--- config.mk ---
export PLATFORM = sky130hd
export DESIGN_NAME = msrh_snoop_req_arb
export DESIGN_NICKNAME = d
export VERILOG_FILES = /design/src/rtl/msrh_snoop_req_arb.sv
export SDC_FILE = /design/constraint.sdc
export NUM_CORES = 1
export LEC_CHECK = 0
export ABC_AREA = 1
export CORE_AREA = 2 2 571 573
export CTS_CLUSTER_DIAMETER = 120
export CTS_CLUSTER_SIZE = 8
export DETAILED_ROUTE_END_ITERATION = 6
export DIE_AREA = 0 0 573 575
export GPL_ROUTABILITY_DRIVEN = 0
export GPL_TIMING_DRIVEN = 0
export PLACE_DENSITY_LB_ADDON = 0.05
export SLEW_MARGIN = 20
export SYNTH_ARGS = -nofsm -noshare
export SYNTH_HDL_FRONTEND = slang
export SYNTH_SLANG_ARGS = --single-unit
--- constraint.sdc ---
create_clock -name i_clk -period 2.8 [get_ports i_clk]
set_input_delay 0.56 -clock i_clk [delete_from_list [all_inputs] [get_ports i_clk]]
set_output_delay 0.56 -clock i_clk [all_outputs]
set_load 0.01 [all_outputs]
--- src/rtl/msrh_snoop_req_arb.sv ---
// Round-robin arbiter sharing one snoop unit between REQ_N coherence requesters.
// Optional response watchdog: define MSRH_SNOOP_ARB_TIMEOUT_EN.
module msrh_snoop_req_arb #(
    parameter int unsigned REQ_N       = 4,
    parameter int unsigned PADDR_W     = 56,
    parameter int unsigned DATA_W      = 512,
    parameter int unsigned TIMEOUT_CYC = 1024
) (
    input  logic                          i_clk,
    input  logic                          i_reset_n,
    input  logic [REQ_N-1:0]              i_req_valid,
    input  logic [REQ_N-1:0][PADDR_W-1:0] i_req_paddr,
    output logic [REQ_N-1:0]              o_req_ready,
    output logic [REQ_N-1:0]              o_resp_valid,
    output logic [DATA_W-1:0]             o_resp_data,
    output logic [DATA_W/8-1:0]           o_resp_be,
    output logic                          o_resp_err,
    output logic                          o_snp_req_valid,
    output logic [PADDR_W-1:0]            o_snp_req_paddr,
    input  logic                          i_snp_resp_valid,
    input  logic [DATA_W-1:0]             i_snp_resp_data,
    input  logic [DATA_W/8-1:0]           i_snp_resp_be,
    output logic                          o_busy
);

    localparam int unsigned BE_W = DATA_W / 8;
    localparam int unsigned ID_W = (REQ_N > 1) ? $clog2(REQ_N) : 1;

`ifdef MSRH_SNOOP_ARB_TIMEOUT_EN
    localparam int unsigned CNT_W = (TIMEOUT_CYC > 2) ? $clog2(TIMEOUT_CYC) : 1;
    typedef enum logic [1:0] {IDLE, ISSUE, WAIT_RESP, DRAIN} state_e;
`else
    typedef enum logic [1:0] {IDLE, ISSUE, WAIT_RESP} state_e;
`endif

    state_e             state_q, state_d;
    logic [ID_W-1:0]    rr_ptr_q;
    logic [ID_W-1:0]    id_q;
    logic [PADDR_W-1:0] paddr_q;
    logic [DATA_W-1:0]  data_q;
    logic [BE_W-1:0]    be_q;
    logic [REQ_N-1:0]   resp_valid_q;
    logic               grant_found;
    logic [ID_W-1:0]    grant_id;
    logic               resp_take;
    logic               timeout_hit;

`ifdef MSRH_SNOOP_ARB_TIMEOUT_EN
    logic [CNT_W-1:0]   cnt_q;
    logic               resp_err_q;
`endif

    // Round-robin search starting at rr_ptr_q, wrapping REQ_N-1 -> 0.
    always_comb begin
        int unsigned idx;
        idx         = 0;
        grant_found = 1'b0;
        grant_id    = '0;
        for (int unsigned k = 0; k < REQ_N; k++) begin
            idx = (32'(rr_ptr_q) + k) % REQ_N;
            if (!grant_found && i_req_valid[ID_W'(idx)]) begin
                grant_found = 1'b1;
                grant_id    = ID_W'(idx);
            end
        end
    end

    assign resp_take   = (state_q == WAIT_RESP) && i_snp_resp_valid;
`ifdef MSRH_SNOOP_ARB_TIMEOUT_EN
    assign timeout_hit = (state_q == WAIT_RESP) && !i_snp_resp_valid &&
                         (cnt_q == CNT_W'(TIMEOUT_CYC - 1));
`else
    assign timeout_hit = 1'b0;
`endif

    always_ff @(posedge i_clk or negedge i_reset_n) begin
        if (!i_reset_n) state_q <= IDLE;
        else            state_q <= state_d;
    end

    always_comb begin
        state_d = state_q;
        unique case (state_q)
            IDLE:      if (grant_found) state_d = ISSUE;
            ISSUE:     state_d = WAIT_RESP;
            WAIT_RESP: begin
                if (resp_take)        state_d = IDLE;
`ifdef MSRH_SNOOP_ARB_TIMEOUT_EN
                else if (timeout_hit) state_d = DRAIN;
            end
            DRAIN:     begin
                // Swallow the late response of the timed-out snoop.
                if (i_snp_resp_valid) state_d = IDLE;
`endif
            end
            default:   state_d = IDLE;
        endcase
    end

    // Grant latch, response capture and pointer update.
    always_ff @(posedge i_clk or negedge i_reset_n) begin
        if (!i_reset_n) begin
            rr_ptr_q     <= '0;
            id_q         <= '0;
            paddr_q      <= '0;
            data_q       <= '0;
            be_q         <= '0;
            resp_valid_q <= '0;
        end else begin
            resp_valid_q <= '0;
            if ((state_q == IDLE) && grant_found) begin
                id_q     <= grant_id;
                paddr_q  <= i_req_paddr[grant_id];
                rr_ptr_q <= ID_W'((32'(grant_id) + 1) % REQ_N);
            end
            if (resp_take) begin
                data_q       <= i_snp_resp_data;
                be_q         <= i_snp_resp_be;
                resp_valid_q <= REQ_N'(1) << id_q;
            end else if (timeout_hit) begin
                data_q       <= '0;
                be_q         <= '0;
                resp_valid_q <= REQ_N'(1) << id_q;
            end
        end
    end

`ifdef MSRH_SNOOP_ARB_TIMEOUT_EN
    // Watchdog: cleared while issuing, counts every WAIT_RESP cycle.
    always_ff @(posedge i_clk or negedge i_reset_n) begin
        if (!i_reset_n) begin
            cnt_q      <= '0;
            resp_err_q <= 1'b0;
        end else begin
            if (state_q == ISSUE)          cnt_q <= '0;
            else if (state_q == WAIT_RESP) cnt_q <= cnt_q + CNT_W'(1);
            resp_err_q <= timeout_hit;
        end
    end
    assign o_resp_err = resp_err_q;
`else
    assign o_resp_err = 1'b0;
`endif

    assign o_req_ready     = ((state_q == IDLE) && grant_found) ? (REQ_N'(1) << grant_id) : '0;
    assign o_resp_valid    = resp_valid_q;
    assign o_resp_data     = data_q;
    assign o_resp_be       = be_q;
    assign o_snp_req_valid = (state_q == ISSUE);
    assign o_snp_req_paddr = paddr_q;
    assign o_busy          = (state_q != IDLE);

`ifndef SYNTHESIS
    if (REQ_N < 2 || TIMEOUT_CYC < 2) begin : g_cfg_check
        $error("msrh_snoop_req_arb: REQ_N and TIMEOUT_CYC must be >= 2");
    end

    snp_resp_in_wait: assert property (@(posedge i_clk) disable iff (!i_reset_n)
        i_snp_resp_valid |-> (state_q == WAIT_RESP) || (o_busy && !o_snp_req_valid && (state_q != WAIT_RESP) && (state_q != IDLE)))
        else $warning("msrh_snoop_req_arb: snoop response outside WAIT_RESP ignored");
`endif

endmodule

======== Word-level counts from Yosys, hierarchy flattened ========
Index checks and enable logic that the tools add are counted.
word-level totals
  bits in registers ....................... 642
  input port bits ......................... 807
  output and inout port bits .............. 643
  logic and storage cells ................. 56
operators by class
  $add $sub $neg .......................... 4
  order comparisons ....................... 5
  equal/unequal tests ..................... 4
  shift-type cells ........................ 2
  mux-type cells .......................... 23
  reduce and logical (&&, ||, !) cells .... 11
operator list
  kind                                                                   number
  56-bit binary-select mux with 2-bit select                             1
  56-bit 2-to-1 mux                                                      1
  2-bit by 3-bit < comparator with 1-bit output, second input constant   5
  2-bit 2-to-1 mux                                                       6
  1-bit binary-select mux with 2-bit select                              4
  1-bit 2-to-1 mux                                                       8
  4-bit 2-to-1 mux                                                       2
  1-bit by 2-bit left shift with 4-bit output, first input constant      2
  2-bit one-hot mux with 3 select lines                                  1
  1-bit logical AND                                                      5
  2-bit by 1-bit adder with 2-bit output, second input constant          2
  2-bit adder, second input constant                                     2
  2-bit inequality test, second input constant                           2
  1-bit zero test                                                        3
  2-bit by 1-bit equality test with 1-bit output, second input constant  1
  2-bit equality test, second input constant                             1
  2-bit zero test                                                        1
  2-bit AND reduction                                                    1
  2-bit nonzero test                                                     1

======== Logic depth before layout (Yosys ltp) ========
  word-level depth ........................ 14
  depth in mapped cells ................... 17
  gate-level depth less buffers ........... 14

======== Worst setup path before layout ========
No wires, ideal clock.
  path type ............................... in2out
  start point ............................. input port i_req_valid[3]
  end point ............................... output port o_req_ready[3]
  arrival ................................. 1.904 ns
  required time ........................... 2.240 ns
  setup slack ............................. 0.336 ns
  cell stages on the path ................. 13
  path buffers ............................ 2
  cell sequence ........................... inv_1 -> nand2_1 -> nand3_1 -> nand2_1 -> nor2_2 -> nand3_1 -> nand3_1 -> inv_1 -> nor2_1 -> buf_4 -> buf_4 -> inv_1 -> nor2_1
on the way
  cells in the longest elaborated chain, start to end .. 14
  elaborated cells between the ends (all ways) .. 25
  classes of those cells .................. shift: 1; mux: 17; reduce/logical: 7
ends and longest elaborated chain
  element                                                                                  line  text
  start: declaration                                                                       11    input logic [REQ_N-1:0] i_req_valid,
  1-bit binary-select mux with 2-bit select                                                61    if (!grant_found && i_req_valid[ID_W'(idx)]) begin
  1-bit 2-to-1 mux (not written as such)                                                   61
  1-bit 2-to-1 mux                                                                         61
  1-bit zero test                                                                          61
  1-bit logical AND                                                                        61
  1-bit 2-to-1 mux                                                                         61
  1-bit zero test                                                                          61
  1-bit logical AND                                                                        61
  1-bit 2-to-1 mux                                                                         61
  1-bit zero test                                                                          61
  1-bit logical AND                                                                        61
  2-bit 2-to-1 mux / 1-bit 2-to-1 mux (equally long branches)                              61
  1-bit by 2-bit left shift with 4-bit output / 1-bit logical AND (equally long branches)  145   assign o_req_ready = ((state_q == IDLE) && grant_found) ? (REQ_N'(1) << grant_id) : '0;
  4-bit 2-to-1 mux *                                                                       145
  end: declaration                                                                         13    output logic [REQ_N-1:0] o_req_ready,
Mark *: on every way between the ends. The rest lies on a longest branch, timed or not. The select of a mux whose other input is x is not followed.

======== Worst setup path after layout ========
  start point ............................. register rr_ptr_q[0]
  end point ............................... output port o_req_ready[3]
on the way
  cells in the longest elaborated chain, start to end .. 14
  elaborated cells between the ends (all ways) .. 28
  classes of those cells .................. add/sub: 3; shift: 1; mux: 17; reduce/logical: 7
ends and longest elaborated chain
  element                                                                          line  text
  start: declaration                                                               37    logic [ID_W-1:0] rr_ptr_q;
  start signal: assignment                                                         114   rr_ptr_q <= ID_W'((32'(grant_id) + 1) % REQ_N);
  branches (longest 13 deep; another with 2-bit by 1-bit adder with 2-bit output)  n/a
  4-bit 2-to-1 mux *                                                               145
Mark *: on every way between the ends. The select of a mux whose other input is x is not followed.

==> reports/summary.md <==
The run finished, with violations left. The checks that failed: negative setup slack. By area, the combinational part of the netlist is dominated by multiplexers. Across the whole layout, storage elements account for 16100 um^2. From left edge to right edge, the die measures 573 um.

The number of rows in the core area is 209. The worst setup path is captured at a primary output. The mapped netlist covers 26200 um^2.

For the worst setup path, the data required time is 2.24 ns. The region available for standard cell placement spans 323000 um^2. The tools report the number of maximum-capacitance constraint violations as 0. The tools report the library cell used as clock root buffer as clkbuf_16. Of the synthesized area, sequential elements account for 61.3%.

After detailed placement, the design holds a cell count of 7798. The tools report the number of non-filler instances in the completed layout as 7973. Counting I/O delays and the setup requirement, the final critical path takes 3.33 ns. Setup repair after global routing could not meet its margin everywhere.

The remaining number of nets flagged by the antenna check after routing is 0. The deepest level of the CTS H-tree is 3, and the clock net sink count is 642. The floorplan step set the die height to 575 um. The logs give 9240 um^2 for the multi-input gate area in the final layout and 157 for the initial antenna violation count. The detailed router placed 22800 vias in this run.

For this configuration, the core starts out at a cell density of 8.11%. The simple-gate portion of the synthesized area was 8.14%; the clock skew after layout was 0.0463 ns. Synthesis inferred 642 register bits. The portion of synthesized area spent on multiplexers is 24.7%. When the netlist entered floorplanning its net count stood at 2826.

After detailed routing, the average wire length per cell comes to 26.4 um. The final layout contains 4409 nets. The post-synthesis share of cell area spent on full adders, half adders and majority gates came out at 0%. The clock latency of the later-clocked register in the worst-skew pair is 0.83 ns, and the maximum number of pins on one net before global-route repair is 104. The count of cell types in the netlist was 27.

The post-synthesis instance total is 2019, and the wire length reported by the detailed router is 210 mm. The mean number of vias per cell was 2.86; the number of synthesis warnings was 0. For the worst setup path, the data arrival time is 2.77 ns. The slew at the pin closest to its max-slew limit is 0.938 ns, and the number of design-rule violations left by the first detailed-router iteration is 738. The upper clock frequency limit was 0.301 GHz; the residual overflow from global routing was 0. The final count of hold timing violations is 0, and the total count of max-transition violations in the final report is 0. The number of global-route vias before repair is 24900, and the synthesis-to-layout area growth is 90.1%.

Buffers inserted during clock tree synthesis total 99. The total design power came out at 61500 uW. Critical path launch point type: a register.

After synthesis, the mean cell area works out to 13.0 um^2. For this run, the detailed router's first-pass iteration total came to 5. The post-placement worst setup slack was -1.92 ns. Setup violations remaining at the end of the flow were counted as 4. The die covers 329000 um^2. The library cell used most frequently in the layout, excluding fill and tap cells, is clkdlybuf4s50_1. After clock tree synthesis, the clock-pin slew on the worst setup and hold paths is 0.06 ns. Leaving out fill and tap cells, the most frequent cells in the layout are 1435 x clkdlybuf4s50_1, 641 x dfrtp_1, 576 x mux2_2. The clock passes through at most 4 buffers. TritonCTS built the clock tree. The first global-routing pass estimated 270 mm of wire. After detailed routing, the number of remaining DRC violations is 0. Measured against its own limit, the worst slew margin works out to 37.5%.

Detailed placement ended at an HPWL of 172 mm. The top-level I/O count was 1450; the layout cell share with drive strength beyond 1 was 23.8%. The compound-gate portion of the synthesized area was 1.23%.

Post-route fraction of the period consumed by the critical path: 119%. The final setup slack of the worst path was -0.526 ns; the count of input and output buffers was 1448. The areal power density over the cells was 1230 nW/um^2. The worst setup path is of the reg -> out kind.

Peak ir drop on the vdd network: 0.000519 V. Share of the synthesized netlist area taken by xor and xnor gates: 0%. The highest net fanout along the worst path is 6, and the total track usage is 12.4%. The setup TNS after final layout is -1.89 ns. After filler insertion, the fill cell instance count of the layout stands at 36200.

The reported leakage power came out at 0.0199 uW. The worst hold path class is in -> async.
-- through the flow --
stage,util [%],cell area [um^2],hold slack (ns)
2_1_floorplan,-,26200,0.264
3_3_place_gp,14.3,46100,0.453
3_5_place_dp,14.3,46300,0.456
4_1_cts,15.3,49400,0.223
5_1_grt,15.4,49800,0.273
6_report,15.4,49800,0.334
-- power breakdown --
group / switching (uW) / total, uW / internal, uW / leakage (uW)
Combinational: 17000 / 32800 / 15900 / 0.0109
Sequential: 2710 / 16800 / 14100 / 0.00765
Clock: 5310 / 11800 / 6500 / 0.00132
Total: 25000 / 61500 / 36500 / 0.0199
-- path summary, 6_finish.rpt --
check | from | to | slack, ns | cells after the start
worst max-delay path | rr_ptr_q[0] | o_req_ready[3] | -0.53 | 15
worst min-delay path | i_reset_n | o_resp_valid[2] | 0.33 | 2
worst max register to register | rr_ptr_q[0] | o_snp_req_paddr[15] | 0.12 | 15
worst min register to register | id_q[0] | o_resp_valid[0] | 0.47 | 1
max in group asynchronous | i_reset_n | o_resp_data[203] | 0.35 | 5
min in group i_clk | i_snp_resp_data[406] | o_resp_data[406] | 0.34 | 2
-- critical path: stages, from the launching register on --
cell and delay (ns):
dfrtp_1 0.38, buf_6 0.14, clkinv_8 0.06, buf_8 0.12, nand2_4 0.06, nand3_4 0.08, nand2_4 0.07, nor2_4 0.16
nand3_2 0.11, nand3_4 0.13, inv_4 0.06, nor2_4 0.18, buf_12 0.16, inv_6 0.04, nor2_4 0.09, buf_6 0.11
-- metal layers --
metal | vias up | track usage, % | share of wire, %
li1 | 9973 | - | -
met1 | 11100 | 13.0 | 36
met2 | 1136 | 21.6 | 49
met3 | 396 | 7.03 | 12
met4 | 114 | 2.06 | 1.9
met5 | - | 0 | 0.34
-- synth_stat cells, drive strengths merged --
master / n / share of area (%)
a31oi: 1 / 0.024
nor2: 10 / 0.15
buf: 51 / 1.2
dfrtp: 642 / 61
nor3: 4 / 0.076
a21oi: 1 / 0.019
o211ai: 39 / 1.1
mux2: 576 / 25
nand2: 259 / 3.7
clkbuf: 66 / 0.95
or2: 38 / 0.91
conb: 1 / 0.014
nand4: 36 / 0.86
o21ai: 2 / 0.038
o21bai: 1 / 0.029
inv: 168 / 2.4
nand3: 124 / 2.4
-- cells by family (layout without fill, tap and decap cells) --
group / Yosys count / after routing
muxes: 576 / 576
other: 1 / 32
buffers and inverters: 285 / 1883
and+or+nand+nor: 471 / 471
DFF: 642 / 642
AOI/OAI and AO/OA: 44 / 44
-- flip-flops by register name, summed over array words and instances (netlist names) --
signal and count:
id_q 2, o_resp_be 64, o_resp_data 512, o_resp_valid 4, o_snp_req_paddr 56, rr_ptr_q 2
state_q 2
-- area by class of cell --
| cell class | count | share of cell area (%) |
|---|---|---|
| diodes | 31 | 0.156 |
| plain buffers | 114 | 1.41 |
| clock buffers | 104 | 5.03 |
| clock inverters | 12 | 0.417 |
| inverters | 168 | 1.33 |
| multi-input cells | 1092 | 18.5 |
| flip-flops and latches | 642 | 32.2 |
| well taps | 4325 | 10.9 |
| repair buffers | 1485 | 30.0 |
-- repair_timing --
item | 4_1_cts | 5_1_grt
hold buffers | 1 | 0
gates cloned | 1 | 2
setup buffers | 16 | 12
endpoints found under the setup margin | 613 | 151
pin swaps | 10 | 21
hold endpoints to repair | 70 | 0
gates resized for setup | 122 | 61
Power figures use the tool's default switching activity.
